### config.mk
export PLATFORM = sky130hd
export DESIGN_NAME = ex_mem_stage
export DESIGN_NICKNAME = d
export VERILOG_FILES = /design/src/rtl/ex_mem_stage.sv
export SDC_FILE = /design/constraint.sdc
export NUM_CORES = 1
export LEC_CHECK = 0
export ABC_AREA = 1
export BUFFER_PORTS_ARGS = -buffer_cell sky130_fd_sc_hd__buf_2
export CORE_ASPECT_RATIO = 2
export CORE_MARGIN = 4
export CORE_UTILIZATION = 45
export DETAILED_ROUTE_END_ITERATION = 10
export PLACE_DENSITY = 0.89
export SYNTH_ARGS = -nofsm -noshare
export SYNTH_HDL_FRONTEND = slang
export SYNTH_SLANG_ARGS = --single-unit
### constraint.sdc
create_clock -name clk -period 3.5 [get_ports clk]
set_clock_uncertainty 0.05 [all_clocks]
set_input_delay 0.7 -clock clk [delete_from_list [all_inputs] [get_ports clk]]
set_output_delay 0.7 -clock clk [all_outputs]
set_load 0.02 [all_outputs]
### src/rtl/ex_mem_stage.sv
// EX/MEM pipeline register with valid/ready handshake, flush, saturating overflow counter
// and an optional overflow trap (compile with OVF_TRAP_EN to enable the RUN/TRAP FSM).
module ex_mem_stage #(
  parameter int DATA_W = 32
) (
  input  logic              clk,
  input  logic              reset,
  input  logic              in_valid,
  output logic              in_ready,
  input  logic [DATA_W-1:0] alu_sum,
  input  logic              alu_zout,
  input  logic              alu_overflow,
  input  logic [DATA_W-1:0] rt_data,
  input  logic [4:0]        write_reg,
  input  logic [DATA_W-1:0] pc_in,
  input  logic              reg_write_in,
  input  logic              mem_read_in,
  input  logic              mem_write_in,
  input  logic              branch_in,
  input  logic              flush,
  output logic              out_valid,
  input  logic              out_ready,
  output logic [DATA_W-1:0] mem_addr,
  output logic [DATA_W-1:0] mem_wdata,
  output logic              zero_out,
  output logic [4:0]        wreg_out,
  output logic              reg_write_out,
  output logic              mem_read_out,
  output logic              mem_write_out,
  output logic              branch_out,
  output logic              exc_pending,
  output logic [DATA_W-1:0] epc,
  input  logic              exc_ack,
  output logic [7:0]        ovf_count
);

  function automatic logic [7:0] sat_inc8(input logic [7:0] v);
    return (v == 8'hFF) ? v : v + 8'd1;
  endfunction

  logic              w_accept;
  logic              w_take;
  logic              w_ovf_evt;
  logic              w_trap_evt;
  logic              w_in_trap;
  logic [3:0]        w_ctl_in;

  logic              r_vld_p1;
  logic [DATA_W-1:0] r_addr_p1;
  logic [DATA_W-1:0] r_wdata_p1;
  logic              r_zero_p1;
  logic [4:0]        r_wreg_p1;
  logic [3:0]        r_ctl_p1;
  logic [7:0]        r_ovf_count;

  assign in_ready  = (~r_vld_p1 | out_ready) & ~w_in_trap;
  assign w_accept  = in_valid & in_ready;
  // A beat discarded by flush never counts as an overflow event.
  assign w_take    = w_accept & ~flush;
  assign w_ovf_evt = w_take & alu_overflow;
  assign w_ctl_in  = {reg_write_in, mem_read_in, mem_write_in, branch_in};

`ifdef OVF_TRAP_EN
  typedef enum logic {RUN = 1'b0, TRAP = 1'b1} state_t;

  state_t            r_state;
  state_t            w_state_nxt;
  logic [DATA_W-1:0] r_epc;

  always_ff @(posedge clk) begin
    if (reset) r_state <= RUN;
    else       r_state <= w_state_nxt;
  end

  always_comb begin
    w_state_nxt = r_state;
    case (r_state)
      RUN:     if (w_ovf_evt) w_state_nxt = TRAP;
      TRAP:    if (exc_ack)   w_state_nxt = RUN;
      default: w_state_nxt = RUN;
    endcase
  end

  always_ff @(posedge clk) begin
    if (reset)           r_epc <= '0;
    else if (w_trap_evt) r_epc <= pc_in;
  end

  assign w_in_trap   = (r_state == TRAP);
  assign w_trap_evt  = w_ovf_evt & (r_state == RUN);
  assign exc_pending = w_in_trap;
  assign epc         = r_epc;
`else
  logic w_unused;
  assign w_unused    = ^{pc_in, exc_ack};
  assign w_in_trap   = 1'b0;
  assign w_trap_evt  = 1'b0;
  assign exc_pending = 1'b0;
  assign epc         = '0;
`endif

  // Stage p1: registered beat; a trapping beat still flows but with its side effects killed.
  always_ff @(posedge clk) begin
    if (reset) begin
      r_vld_p1   <= 1'b0;
      r_addr_p1  <= '0;
      r_wdata_p1 <= '0;
      r_zero_p1  <= 1'b0;
      r_wreg_p1  <= '0;
      r_ctl_p1   <= '0;
    end else if (flush) begin
      r_vld_p1   <= 1'b0;
    end else if (w_accept) begin
      r_vld_p1   <= 1'b1;
      r_addr_p1  <= alu_sum;
      r_wdata_p1 <= rt_data;
      r_zero_p1  <= alu_zout;
      r_wreg_p1  <= write_reg;
      r_ctl_p1   <= w_trap_evt ? 4'b0000 : w_ctl_in;
    end else if (r_vld_p1 & out_ready) begin
      r_vld_p1   <= 1'b0;
    end
  end

  always_ff @(posedge clk) begin
    if (reset)          r_ovf_count <= '0;
    else if (w_ovf_evt) r_ovf_count <= sat_inc8(r_ovf_count);
  end

  assign out_valid     = r_vld_p1;
  assign mem_addr      = r_addr_p1;
  assign mem_wdata     = r_wdata_p1;
  assign zero_out      = r_zero_p1;
  assign wreg_out      = r_wreg_p1;
  assign reg_write_out = r_ctl_p1[3];
  assign mem_read_out  = r_ctl_p1[2];
  assign mem_write_out = r_ctl_p1[1];
  assign branch_out    = r_ctl_p1[0];
  assign ovf_count     = r_ovf_count;

endmodule

# Yosys cells after proc, flatten, opt, wreduce, memory -nomap -nowiden
# Index checks and enable logic that the tools add are counted.
# Widths: inputs -> output; s select.
totals:
  elab_cells: 23
  out_inout_bits: 117
  in_bits: 113
  register_bits: 83
op_classes:
  bitwise_logic: 8
  reduce_logical: 4
  eq_ne: 1
  muxes: 2
  n_addsub: 1
ops:
  columns: ["op", "n"]
  rows:
  - ["$add 8x1->8 const B", 1]
  - ["$eq 8x8->1 const B", 1]
  - ["$and 1x1->1", 4]
  - ["$reduce_and 2->1", 2]
  - ["$not 1->1", 3]
  - ["$mux 1", 2]
  - ["$reduce_bool 2->1", 1]
  - ["$reduce_or 2->1", 1]
  - ["$or 1x1->1", 1]

# Logic depth before layout (Yosys ltp)
# Gate-level depths: netlist of the first run.
logic_depth:
  depth_word: 6
  depth_mapped: 9
  mapped_depth_nobuf: 8

# Least setup slack after synthesis of the first run
# OpenSTA, ideal clock, no wires.
synth_path:
  path_kind: "input port to output port"
  start: "input out_ready"
  end: "output in_ready"
  setup_slack_ns: 1.899
  t_arrival_ns: 0.851
  required_time_ns: 2.750
  path_stages: 2
  path_buffers: 0
  cell_sequence: "inv_2 -> nand2_2"
synth_between:
  elab_chain_len: 1
synth_lines:
  columns: ["element", "line_no", "rtl"]
  rows:
  - ["from (decl)", "22", "input logic out_ready,"]
  - ["$or 1x1->1", "56", "assign in_ready = (~r_vld_p1 | out_ready) & ~w_in_trap;"]
  - ["to (decl)", "9", "output logic in_ready,"]
# Every way passes these cells.

# Worst setup path in the final report of the first run
layout_path:
  start: "input out_ready"
  end: "register r_wdata_p1[12], in the netlist mem_wdata[12]"
layout_between:
  elab_chain_len: 3
layout_lines:
  columns: ["element", "line_no", "rtl"]
  rows:
  - ["$or 1x1->1", "56", null]
  - ["$and 1x1->1", "57", "assign w_accept = in_valid & in_ready;"]
  - ["$reduce_and 2->1 (no source line)", null, null]
  - ["to (signal assigned)", "116", "r_wdata_p1 <= rt_data;"]
  - ["to (decl)", "50", "logic [DATA_W-1:0] r_wdata_p1;"]
# Every way passes these cells.
# A chain may end at the register's enable or synchronous reset.

==> impl_metrics.tcl, run 1 <==
set metrics [dict create \
    crit_path_start_kind "input pin" \
    initial_core_util 0.4657 \
    ir_drop_v 0.0002953 \
    viasPerCell 4.669 \
    ys_types 26 \
    postRouteAntennaNets 0 \
    drt-total-wl_mm 8.434 \
    wl_per_cell_um 12.24 \
    fin_crit_sh 0.6241 \
    grtUsageMet3 0.04511 \
    place_ws_ns 0.9622 \
    crit_arrival_ns 2.35 \
    fin_crit_ns 2.184 \
    regArea_um2 1662 \
    ys_warn_count 0 \
    setup_ws_ns 1.316 \
    ys_seq_area_frac 0.4873 \
    ctsResizeCount 0 \
    cts_hold_buf 0 \
    grt_use_met1 0.1667 \
    use_met2 0.3282 \
    nNetsFinal 706 \
    die_h_um 131.1 \
    synthCells 442 \
    fillers 639 \
    clock_sinks 83 \
    hold_violations 0 \
    grt_start_max_net_pins 82 \
    fmaxAchievable_ghz 0.4578 \
    fp.dieArea_um2 9118 \
    r2r_slack_ns 1.46 \
    multiInputGateArea_um2 1373 \
    cts_tree "yes" \
    hold_path.class "reg -> reg" \
    path_cells "buf_2 -> inv_2 -> nand2_2 -> nand2_4 -> clkinv_2 -> buf_4 -> nor2_1 -> nor2_1" \
    grt_overflow 0 \
    rsz0062_at_grt "no" \
    yosysTopAreaCell "dfxtp_1" \
    crit_required_ns 3.67 \
    grt_pass1_wl_mm 13.03 \
    path_max_fanout 43 \
    maxSlewHeadroom 0.2875 \
    cts_setup_buffers 0 \
    cts-root-buf "clkbuf_16" \
    die_x_um 69.55 \
    row_count 44 \
    criticalPathCategory "in -> reg" \
    grt_pass1_vias 2826 \
    busiest_layer "met2" \
    drt-initial-drc-count 142 \
    vias 3217 \
    drc 0 \
    antenna_cells 0 \
    yosys_register_bits 83 \
    grtUsageTotal 0.1749 \
    slew_viol_final 0 \
    tightest_slew_ns 1.067 \
    gp_congestion 0.8191 \
    clkSlewWorstSetupHoldPaths_ns 0.05 \
    maxCapViolCount 0 \
    p_leak_nw 2.191 \
    cts_buffers 9 \
    setup_viol 0 \
    finalSetupTns_ns 0 \
    synthTopCellsByArea "dfxtp_1, nor2_1, o21ai_0" \
    io_buffers 163 \
    p_per_area_nw_per_um2 523.1 \
    synth_top_area_frac 0.4873 \
    area_delta_synth_final_pct 26.53 \
    cp_slowest_stage_delay_ns 0.46 \
    antenna_found_initial 0 \
    io_pins 230 \
    synth_area_um2 3410 \
    crit_top_cell "nor2_1" \
    clock_path_buffers 2 \
    outcome "complete, no violations" \
    cp_slowest_cell "clkinv_2" \
    clk-insertion-delay-late_ns 0.32 \
    dr.pass1.iters 6 \
    endpoint_kind "flip-flop" \
    drive_above_1_share 0.3216 \
    coreArea_um2 7322 \
    h-tree-depth 3 \
    avgSynthCellArea_um2 7.714 \
    hpwl_mm 6.186 \
]
## placed cells by master, fill, tap and decap left out
cell type,count
buf_2,163
nor2_1,162
dfxtp_1,83
o21ai_0,61
conb_1,33
nand2_1,22
o21ai_1,15
inv_1,10
nand3_1,9
clkbuf_16,9
a21oi_1,4
inv_2,3
clkinv_2,3
clkinvlp_4,3
nand2_2,2
nor2_2,2
nand4_1,2
buf_4,2
nor2_4,1
nand2_4,1
nand3_4,1
o21bai_1,1
nand3b_1,1
a211oi_1,1
ha_1,1
clkinv_4,1
clkbuf_8,1
## final cells by class
cell class,count,area share
clock inverters,6,0.009571
well taps,92,0.02668
inverters,14,0.01247
clock buffers,10,0.05539
multi-input cells,319,0.3182
flip-flops and latches,83,0.3851
repair buffers,165,0.1926
## cell usage after synthesis
master    number
nand3_1        9
nand3b_1       1
conb_1         1
clkinv_1       1
clkinv_2       1
inv_2          2
buf_4         35
nor2_1       162
nand2_2        2
dfxtp_1       83
o21bai_1       1
o21ai_0       61
nand4_1        2
clkbuf_1       9
nand3_4        1
a211oi_1       1
buf_2          2
nand2_1       22
nor2_4         1
nand2_4        1
o21ai_1       15
buf_6         12
nor2_2         2
a21oi_1        4
inv_1         10
ha_1           1
## through the flow
step | hold slack [ns] | std cells | area [um2] | total power, mW | utilization
floorplan | 0.5105 | 474 | 3530 | 1.332 | -
global placement | 0.4072 | 673 | 4034 | 1.410 | 0.5509
detailed placement | 0.4180 | 673 | 4034 | 1.421 | 0.5509
CTS | 0.4328 | 689 | 4314 | 2.284 | 0.5892
global route | 0.4411 | 689 | 4314 | 2.357 | 0.5892
finish | 0.4302 | 689 | 4314 | 2.257 | 0.5892
## registers in the layout, summed over array words and instances (netlist names)
register,count
zero_out,1
mem_wdata,32
ovf_count,8
r_ctl_p1,4
mem_addr,32
wreg_out,5
out_valid,1
## report_power, final
part / internal, mW / switching [mW]
sequential: 1.01 / 0.0323
combinational: 0.122 / 0.239
clock: 0.497 / 0.359
total: 1.63 / 0.630
## metal layers
metal	up-vias	wire length (um)
met5	-	0
met4	0	266
met3	23	685
met2	155	4484
met1	1405	2998
li1	1634	-
## path summary, 6_finish.rpt
path                        startpoint                         end  cells after the start
min reg2reg  mem_wdata[9]$_SDFFE_PP0P_   mem_wdata[9]$_SDFFE_PP0P_                      2
max                          out_ready  mem_wdata[12]$_SDFFE_PP0P_                      8
min          mem_wdata[9]$_SDFFE_PP0P_   mem_wdata[9]$_SDFFE_PP0P_                      2
max reg2reg     out_valid$_SDFFE_PP0P_  mem_wdata[12]$_SDFFE_PP0P_                      6
## worst max-delay path, delay by kind of cell
kind / cells / cell delay (ns)
buf+inv: 4 / 1.02
simple gates: 4 / 0.59
## logic make-up after synthesis
family	after synthesis	share of synthesized area
compound gates	82	0.1218
fa+ha+maj	1	0.003669
buf+inv	72	0.1453
flops	83	0.4873
other cells	1	0.001100
simple gates	203	0.2407
(Power assumes the default switching activity.)
==> inputs of run 2 (changes only) <==
Settings changed: ABC_AREA 1 to 0, CORE_UTILIZATION 45 to 37, PLACE_DENSITY 0.89 to 0.8.
Clock period 3.5 ns to 1.75 ns, I/O delays scaled along.
==> run 2 against run 1 <==
Sequential power up 93%. Core utilization down 8.1 points. Setup slack worse by 1.2 ns. Combinational power up 57%. Die area up 14%. Flip-flop and latch count unchanged. First-iteration DRC count down 20%. Area after synthesis down 5.2%. Highest routed layer unchanged.
==> impl_metrics.tcl, run 2 <==
set metrics [dict create \
    ir_drop_v 0.0005868 \
    die_h_um 140.2 \
    crit_arrival_ns 1.86 \
    io_buffers 163 \
    setup_viol 0 \
    synth_edf_count 0 \
    p_comb_frac 0.129 \
    crit_required_ns 1.95 \
    synth-main-ff-cell "dfxtp_1" \
    rr_startpoint "out_valid$_SDFFE_PP0P_" \
    wl_per_cell_um 13.19 \
    hold_path.class "in -> reg" \
    synth_area_um2 3232 \
    drive_above_1_share 0.3386 \
    hpwl_mm 6.610 \
    fin_crit_sh 0.9440 \
    grtUsageTotal 0.1723 \
    worst-path-buf-inv 0 \
    startpoint "out_valid$_SDFFE_PP0P_" \
    clock_path_buffers 2 \
    grt_start_max_net_pins 84 \
    fillers 836 \
    maxCapViolCount 0 \
    cp_slowest_cell "or4_1" \
    criticalPathCategory "reg -> reg" \
    postRouteAntennaNets 0 \
    synthTopCellsByArea "dfxtp_1, nand2_1, a21oi_1" \
    nNetsFinal 682 \
    pwr-share-seq 0.457 \
    setup_ws_ns 0.09792 \
    hold_violations 0 \
    viasPerCell 4.764 \
    r2r-end "ovf_count[4]$_SDFFE_PP0P_" \
    r2r_slack_ns 0.1 \
    ys_seq_area_frac 0.5141 \
    rsz0062_at_grt "no" \
    critPathCapture "ovf_count[4]$_SDFFE_PP0P_" \
    drt-total-wl_mm 8.877 \
    grt_overflow 0 \
    p_leak_nw 2.057 \
    crit_path_start_kind "flip-flop" \
    whs_path_depth 2 \
    p_clk_frac 0.414 \
    area_delta_synth_final_pct 35.08 \
    cp_slowest_stage_delay_ns 0.52 \
    fmaxAchievable_ghz 0.6053 \
    vias 3206 \
    endpoint_kind "flip-flop" \
    fp.dieArea_um2 10380 \
    ys_warn_count 0 \
    clock_sinks 83 \
    multiInputGateArea_um2 1348 \
    place_ws_ns -0.1179 \
    gp_congestion 0.8874 \
    synth_top_area_frac 0.5141 \
    p_switching_mw 1.122 \
    slew_viol_final 0 \
    antenna_cells 0 \
    synthCells 410 \
    ys_types 30 \
    cts-root-buf "clkbuf_16" \
    async_flop_share 0 \
    drc 0 \
    die_x_um 74.09 \
    synth_common_cells "nand2_1, dfxtp_1, a21oi_1" \
    dr.pass1.iters 4 \
    sw_frac_of_total 0.2554 \
    path_depth 4 \
    yosys_register_bits 83 \
    clk-insertion-delay-late_ns 0.33 \
    path_max_fanout 9 \
    layout_common_cells "buf_2, nand2_1, dfxtp_1, a21oi_1, conb_1" \
    grt_pass1_vias 3152 \
    power.internal_mw 3.272 \
    critPathTopFamily "simple AND/OR/NAND/NOR gates" \
    antenna_found_initial 0 \
    outcome "complete, no violations" \
    grt_pass1_wl_mm 14.12 \
    mostFrequentLayoutCell "buf_2" \
    io_pins 230 \
    worstRegToRegCells 4 \
    drt-initial-drc-count 114 \
    p_per_area_nw_per_um2 1007 \
    cts_hold_buf 0 \
    h-tree-depth 3 \
    row_count 48 \
    yosysTopAreaCell "dfxtp_1" \
    clkSlewWorstSetupHoldPaths_ns 0.06 \
    fin_util 0.5083 \
    path_cells "nor2b_4 -> or3_4 -> or4_1 -> a21oi_1" \
    regArea_um2 1662 \
    cts_tree "yes" \
    cts_buffers 9 \
    avgSynthCellArea_um2 7.883 \
    synth.most_common_cell "nand2_1" \
    initial_core_util 0.3763 \
    fin_crit_ns 1.652 \
    min_from "flush" \
    coreArea_um2 8588 \
]
run 2: cell types whose count changed in the layout (fill, tap and decap cells not counted), moves of 4 or more:
cell | previous run | this run
a21oi_1 | 4 | 81
buf_4 | 2 | 8
inv_1 | 10 | 2
nand2_1 | 22 | 150
nand3_1 | 9 | 2
nor2_1 | 162 | 2
nor3_1 | 0 | 4
o21ai_0 | 61 | 2
o21ai_1 | 15 | 0
run 2: worst min path at each step:
stage | slack [ns] | endpoint
2_1_floorplan | 0.38 | out_valid$_SDFFE_PP0P_
3_3_place_gp | 0.39 | mem_addr[18]$_SDFFE_PP0P_
3_5_place_dp | 0.39 | mem_wdata[1]$_SDFFE_PP0P_
4_1_cts | 0.14 | out_valid$_SDFFE_PP0P_
5_1_grt | 0.15 | out_valid$_SDFFE_PP0P_
6_report | 0.16 | out_valid$_SDFFE_PP0P_
run 2: per-stage QoR:
| stage | TNS, ns | std cells | cell area (um2) | total power, mW | hold WS (ns) |
|---|---|---|---|---|---|
| after CTS | 0 | 673 | 4358 | 4.452 | 0.1416 |
| after detailed placement | -0.3117 | 657 | 4070 | 2.617 | 0.3932 |
| after global routing | 0 | 673 | 4365 | 4.592 | 0.1526 |
| after global placement | -0.1731 | 657 | 4070 | 2.600 | 0.3887 |
| final | 0 | 673 | 4365 | 4.395 | 0.1566 |
| after floorplan | 0 | 442 | 3352 | 2.442 | 0.3793 |
run 2: timing repair:
item,4_1_cts,5_1_grt
setup buffers,0,0
endpoints found under the hold margin,0,0
setup endpoints to repair,0,2
gates resized for setup,0,2
run 2: power groups by stage:
stage | combinational, mW | sequential (mW) | clock (mW)
floorplan | 0.290 | 2.15 | 0
global placement | 0.553 | 2.05 | 0
detailed placement | 0.565 | 2.05 | 0
CTS | 0.567 | 2.01 | 1.87
global route | 0.621 | 2.02 | 1.95
finish | 0.567 | 2.01 | 1.82
run 2: kinds of logic after synthesis:
group / count (synthesis) / synth area share
AO/OA/AOI/OAI: 90 / 0.1448
other: 1 / 0.001160
adder cells (fa/ha/maj): 1 / 0.003871
buffers and inverters: 61 / 0.1115
AND/OR/NAND/NOR: 174 / 0.2246
flip-flops: 83 / 0.5141
run 2: worst reg2reg max path: cells and delay by family (launching register included):
kind	cells	cell delay, ns
AND/OR/NAND/NOR	3	1.05
AO/OA/AOI/OAI	1	0.17
flip-flops	1	0.31
run 2: cell type report:
class	count	area share
Timing Repair Buffer	174	0.2144
Tap cell	100	0.02866
Inverter	2	0.001720
Clock inverter	4	0.01175
Clock buffer	12	0.05417
Multi-Input combinational cell	298	0.3087
Sequential cell	83	0.3806
run 2: per-layer routing:
metal | vias to the layer above | global-route usage | share of wire
li1 | 1578 | - | -
met1 | 1445 | 0.1676 | 0.34
met2 | 154 | 0.3043 | 0.54
met3 | 29 | 0.04454 | 0.083
met4 | 0 | 0.1137 | 0.042
met5 | - | 0 | 0
